<file path="src/rtl/bcd_display_ctrl_if.sv">
// Handshake and display bus between a binary-value producer and bcd_display_ctrl.
// master drives in_value/in_valid; slave (the converter) drives ready and display outputs.
interface bcd_display_ctrl_if #(
  parameter int BIN_W  = 20,
  parameter int DIGITS = 6
);
  logic [BIN_W-1:0]    in_value;
  logic                in_valid;
  logic                in_ready;
  logic [4*DIGITS-1:0] digits;
  logic [DIGITS-1:0]   digit_blank;
  logic                overflow;
  logic                update_done;

  modport master (
    output in_value,
    output in_valid,
    input  in_ready,
    input  digits,
    input  digit_blank,
    input  overflow,
    input  update_done
  );

  modport slave (
    input  in_value,
    input  in_valid,
    output in_ready,
    output digits,
    output digit_blank,
    output overflow,
    output update_done
  );
endinterface

</file>
<file path="src/rtl/bcd_display_ctrl.sv">
// Binary-to-BCD feeder for the 7-seg bank: iterative double-dabble with registered outputs.
// Optional macro LZ_BLANK_EN enables leading-zero blanking of the digit_blank mask.
module bcd_display_ctrl #(
  parameter int BIN_W  = 20,
  parameter int DIGITS = 6
) (
  input  logic               clk,
  input  logic               reset,
  bcd_display_ctrl_if.slave  bus
);

  localparam int BCD_W = 4 * DIGITS;
  localparam int CNT_W = (BIN_W > 1) ? $clog2(BIN_W) : 1;

  function automatic logic [63:0] pow10(input int n);
    logic [63:0] p;
    p = 64'd1;
    for (int k = 0; k < n; k++) p = p * 64'd10;
    return p;
  endfunction

  localparam logic [63:0] MAX_VAL = pow10(DIGITS) - 64'd1;

`ifdef LZ_BLANK_EN
  localparam logic [DIGITS-1:0] RST_MASK = {DIGITS{1'b1}} ^ DIGITS'(1);
`else
  localparam logic [DIGITS-1:0] RST_MASK = '0;
`endif

  typedef enum logic [1:0] {
    S_IDLE,
    S_SHIFT,
    S_UPDATE
  } state_t;

  state_t            r_state;
  logic [BIN_W-1:0]  r_bin;
  logic [BCD_W-1:0]  r_bcd;
  logic [CNT_W-1:0]  r_cnt;
  logic              r_ovf;
  logic [BCD_W-1:0]  r_digits;
  logic [DIGITS-1:0] r_blank;
  logic              r_overflow;
  logic              r_update_done;

  logic              w_ready;
  logic              w_accept;
  logic              w_over;
  logic [BCD_W-1:0]  w_adj;
  logic [DIGITS-1:0] w_blank_next;

  assign w_ready  = (r_state == S_IDLE) && !reset;
  assign w_accept = bus.in_valid && w_ready;
  assign w_over   = (64'(bus.in_value) > MAX_VAL);

  // Add-3 correction applied to every nibble before each shift.
  genvar gi;
  generate
    for (gi = 0; gi < DIGITS; gi++) begin : g_adj
      assign w_adj[4*gi +: 4] = (r_bcd[4*gi +: 4] >= 4'd5) ?
                                (r_bcd[4*gi +: 4] + 4'd3) : r_bcd[4*gi +: 4];
    end
  endgenerate

`ifdef LZ_BLANK_EN
  // Digit gi is blank when it and every digit above it are zero; digit 0 always shows.
  logic [DIGITS-1:0] w_lz_mask;
  assign w_lz_mask[0] = 1'b0;
  generate
    for (gi = 1; gi < DIGITS; gi++) begin : g_lz
      assign w_lz_mask[gi] = ~|r_bcd[BCD_W-1:4*gi];
    end
  endgenerate
  assign w_blank_next = r_ovf ? '0 : w_lz_mask;
`else
  assign w_blank_next = '0;
`endif

  always_ff @(posedge clk) begin
    if (reset) begin
      r_state       <= S_IDLE;
      r_bin         <= '0;
      r_bcd         <= '0;
      r_cnt         <= '0;
      r_ovf         <= 1'b0;
      r_digits      <= '0;
      r_blank       <= RST_MASK;
      r_overflow    <= 1'b0;
      r_update_done <= 1'b0;
    end else begin
      r_update_done <= 1'b0;
      case (r_state)
        S_IDLE: begin
          if (w_accept) begin
            r_bin <= bus.in_value;
            r_cnt <= CNT_W'(BIN_W - 1);
            if (w_over) begin
              r_bcd   <= {DIGITS{4'h9}};
              r_ovf   <= 1'b1;
              r_state <= S_UPDATE;
            end else begin
              r_bcd   <= '0;
              r_ovf   <= 1'b0;
              r_state <= S_SHIFT;
            end
          end
        end
        S_SHIFT: begin
          r_bcd <= {w_adj[BCD_W-2:0], r_bin[BIN_W-1]};
          r_bin <= r_bin << 1;
          if (r_cnt == '0) begin
            r_state <= S_UPDATE;
          end else begin
            r_cnt <= r_cnt - 1'b1;
          end
        end
        S_UPDATE: begin
          r_digits      <= r_bcd;
          r_overflow    <= r_ovf;
          r_blank       <= w_blank_next;
          r_update_done <= 1'b1;
          r_state       <= S_IDLE;
        end
        default: r_state <= S_IDLE;
      endcase
    end
  end

  assign bus.in_ready    = w_ready;
  assign bus.digits      = r_digits;
  assign bus.digit_blank = r_blank;
  assign bus.overflow    = r_overflow;
  assign bus.update_done = r_update_done;

endmodule

</file>
<file path="src/flat_wrapper.sv">
// flat-port wrapper written by rule: the top's interface ports become plain ports
module bcd_display_ctrl_flat 
#(
  parameter int BIN_W  = 20,
  parameter int DIGITS = 6
)
  (clk, reset, bus_in_value, bus_in_valid, bus_in_ready, bus_digits, bus_digit_blank, bus_overflow, bus_update_done);
  bcd_display_ctrl_if #(.BIN_W(BIN_W), .DIGITS(DIGITS)) bus_i ();
  input  logic clk;
  input  logic reset;
  input wire logic [$bits(bus_i.in_value)-1:0] bus_in_value;
  input wire logic [$bits(bus_i.in_valid)-1:0] bus_in_valid;
  output wire logic [$bits(bus_i.in_ready)-1:0] bus_in_ready;
  output wire logic [$bits(bus_i.digits)-1:0] bus_digits;
  output wire logic [$bits(bus_i.digit_blank)-1:0] bus_digit_blank;
  output wire logic [$bits(bus_i.overflow)-1:0] bus_overflow;
  output wire logic [$bits(bus_i.update_done)-1:0] bus_update_done;
  assign bus_i.in_value = bus_in_value;
  assign bus_i.in_valid = bus_in_valid;
  assign bus_in_ready = bus_i.in_ready;
  assign bus_digits = bus_i.digits;
  assign bus_digit_blank = bus_i.digit_blank;
  assign bus_overflow = bus_i.overflow;
  assign bus_update_done = bus_i.update_done;
  bcd_display_ctrl #(.BIN_W(BIN_W), .DIGITS(DIGITS)) u_core (.clk(clk), .reset(reset), .bus(bus_i));
endmodule
</file>
<file path="config.mk">
export PLATFORM = sky130hd
export DESIGN_NAME = bcd_display_ctrl_flat
export DESIGN_NICKNAME = d
export VERILOG_FILES = /design/src/rtl/bcd_display_ctrl_if.sv /design/src/rtl/bcd_display_ctrl.sv /design/src/flat_wrapper.sv
export SDC_FILE = /design/constraint.sdc
export NUM_CORES = 1
export LEC_CHECK = 0
export CELL_PAD_IN_SITES_DETAIL_PLACEMENT = 0
export CELL_PAD_IN_SITES_GLOBAL_PLACEMENT = 2
export CORE_MARGIN = 10
export CORE_UTILIZATION = 34
export DETAILED_ROUTE_END_ITERATION = 12
export PLACE_DENSITY_LB_ADDON = 0.1
export SETUP_SLACK_MARGIN = 0.2
export SLEW_MARGIN = 15
export SYNTH_ARGS = -nofsm -noshare
export SYNTH_HDL_FRONTEND = slang
export SYNTH_SLANG_ARGS = --single-unit
</file>
<file path="constraint.sdc">
create_clock -name clk -period 2.35 [get_ports clk]
set_input_delay 0.235 -clock clk [delete_from_list [all_inputs] [get_ports clk]]
set_output_delay 0.235 -clock clk [all_outputs]
set_load 0.005 [all_outputs]
</file>
==> results_dict.tcl <==
set metrics [dict create \
    h-tree-depth 3 \
    dieArea_um2 14650 \
    synth_edf_count 0 \
    status "finished, final reports clean" \
    cp.arrival_ps 1660 \
    setup_violations 0 \
    rsz0062_at_grt "no" \
    min_period_ps 1899 \
    slew_headroom_pct 43.82 \
    rrSetupSlack_ps 580 \
    synth_area_um2 3470 \
    fin_worst_skew_ps 9.974 \
    areaGrowthSynthToFinish_pct 24.02 \
    r2r-start "u_core.r_cnt[0]" \
    die_height_um 121.0 \
    pin_count 56 \
    dp.cells 577 \
    critPathLaunch "u_core.r_state[0]" \
    tightest_slew_ps 842.6 \
    drtPass1Iterations 6 \
    grt_max_degree 79 \
    synth_flop_cell "dfxtp_1" \
    gp_congestion 0.7672 \
    syn-instance-count 412 \
    hp-start "reset" \
    rows 36 \
    peakVddDrop_mv 0.3126 \
    cts.reportedPaths.clkPinSlew_ps 80 \
    fmax_ghz 0.5265 \
    layout.cells.non_filler 593 \
    r2r-end "u_core.r_cnt[4]" \
    syn_area_per_cell_um2 8.421 \
    period_share_pct 80.82 \
    p_per_area_nw_per_um2 671.8 \
    maxCapViolCount 0 \
    setup-tns-final_ps 0 \
    grt_pass1_vias 2866 \
    end_kind "output pin" \
    dieWidth_um 121.0 \
    final_max_slew_viol_count 0 \
    core_area_um2 9864 \
    crit_type "reg -> out" \
    postCtsSetupBuffers 0 \
    grt_pass1_wl_um 13970 \
    clockBufferDepth 2 \
    wl_per_cell_um 14.13 \
    wirelength_um 8379 \
    cts_root_buffer "clkbuf_8" \
    cts_resized 0 \
    seq_area_frac_synth_pct 45.01 \
    hpwl_um 5544 \
    yosysWarnings 0 \
    synth.distinct_cells 38 \
    hold_ws_ps 319.5 \
    async_flop_share_pct 0 \
    via_count 2953 \
    drt_iter0_drc 273 \
    reg2reg_depth 8 \
    n_antenna_cell 0 \
    drcViolationCount 0 \
    path_max_fanout 8 \
    ys_seq_elements 78 \
    via_per_inst 4.980 \
    nNetsFinal 492 \
    hold_class "in -> reg" \
    insertion_delay_ps 340 \
    worstHoldPathCells 4 \
    numClockSinks 78 \
    whs_endpoint "u_core.r_cnt[4]" \
    final-hold-violation-count 0 \
    cts_hold_buffers 0 \
    crit_path_start_kind "register" \
    power_leakage_nw 1.532 \
    cts_tree "done" \
    start_util_pct 35.17 \
    drt.antenna.violating_nets 0 \
    antenna_found_initial 0 \
    drive_above_1_share_pct 6.739 \
    grt_usage_pct 11.60 \
    grt-ovfl-total 0 \
    cts_buffers 9 \
    crit_required_ps 2120 \
    io_buffers 49 \
]
-- cells in the mapped netlist, types with 5 or more instances --
library cell  number  area (um^2)
o21ai_0           12        60.06
a222oi_1          19        190.2
nor3_1             6        30.03
xnor2_1           11        96.34
clkbuf_1          19        71.32
a22oi_1            9        67.56
nand2_1           74        277.8
a21oi_1           43        215.2
o211ai_1           5        37.54
dfxtp_1           78         1562
a21o_1             5        37.54
nand2b_1           8        50.05
inv_1             14        52.55
a221oi_1           5        43.79
ha_1              14        175.2
buf_4              8        60.06
buf_2              6        30.03
nor3b_1            5        37.54
nor2_1            40        150.1
nand3_1            7        35.03
-- flip-flops by register name, summed over array words and instances, names as in the netlist --
| register | count |
|---|---|
| u_core.bus.update_done | 1 |
| u_core.r_state | 2 |
| u_core.r_bin | 20 |
| u_core.r_cnt | 5 |
| u_core.bus.digits | 24 |
| u_core.r_ovf | 1 |
| u_core.bus.overflow | 1 |
| u_core.r_bcd | 24 |
-- kinds of logic after synthesis --
| logic type | Yosys count | share of synthesized area, % |
|---|---|---|
| adder cells (fa/ha/maj) | 14 | 5.049 |
| multiplexers | 1 | 0.2885 |
| XOR/XNOR | 14 | 3.534 |
| buffers and inverters | 48 | 6.275 |
| other | 1 | 0.1081 |
| AO/OA/AOI/OAI | 107 | 21.06 |
| flip-flops | 78 | 45.01 |
| AND/OR/NAND/NOR | 149 | 18.68 |
-- layout make-up --
cell class / count / area (um^2)
clock buffers: 12 / 145.1
clock inverters: 4 / 70.07
fillers: 994 / 5562
inverters: 14 / 52.55
multi-input cells: 291 / 1719
flip-flops and latches: 78 / 1562
well taps: 133 / 166.4
repair buffers: 61 / 588.1
-- where the power goes --
| group | internal [mW] | switching (mW) | leakage, nW |
|---|---|---|---|
| Clock | 0.625 | 0.479 | 0.110 |
| Combinational | 0.168 | 0.206 | 0.789 |
| Sequential | 1.37 | 0.0430 | 0.633 |
-- per-stage QoR --
stage               power (mW)  cell area [um^2]  utilization (%)  setup slack [ps]
detailed placement       1.819              4088            41.44             206.2
finish                   2.891              4303            43.62             450.7
CTS                      2.933              4303            43.62             422.3
floorplan                1.687              3488                -             842.6
global placement         1.818              4088            41.44             243.1
global route             3.043              4303            43.62             313.7
-- how the worst max path moves through the flow --
stage	end	slack, ps
floorplan	u_core.r_cnt[4]	840
global placement	u_core.r_bcd[8]	240
detailed placement	u_core.r_bcd[12]	210
CTS	bus_in_ready	420
global route	bus_in_ready	310
finish	bus_in_ready	450
-- routing by layer --
layer  up-vias  GRT usage [%]  wire [um]
met5         -              0          0
met4         0          3.846        106
met3         7          3.676        530
met2        72          17.86       3545
met1      1357          14.99       4196
li1       1517              -          -
-- worst max-delay path: stages (launching register included) --
cell	delay, ps
dfxtp_1	390
nor3_1	360
clkdlybuf4s50_1	580
-- cell usage in the layout (no fill, tap or decap), types with 2 or more instances in the layout --
cell,Yosys,layout
clkbuf_8,0,10
nor2_1,40,40
a22oi_1,9,9
inv_1,14,14
clkdlybuf4s50_1,0,48
clkinv_2,0,2
o211ai_1,5,5
xor2_1,3,3
o21ai_0,12,12
nand3_1,7,7
dfxtp_1,78,78
ha_1,14,14
nor3_1,6,6
a211oi_1,3,3
a221oi_1,5,5
nor2b_1,3,2
a222oi_1,19,19
nand2_1,74,74
bufinv_16,0,2
a21oi_1,43,43
conb_1,1,6
clkbuf_1,19,2
buf_4,8,11
nand2b_1,8,8
xnor2_1,11,11
a21o_1,5,5
nor3b_1,5,5
Note: power is estimated with default switching activity, not from simulation.
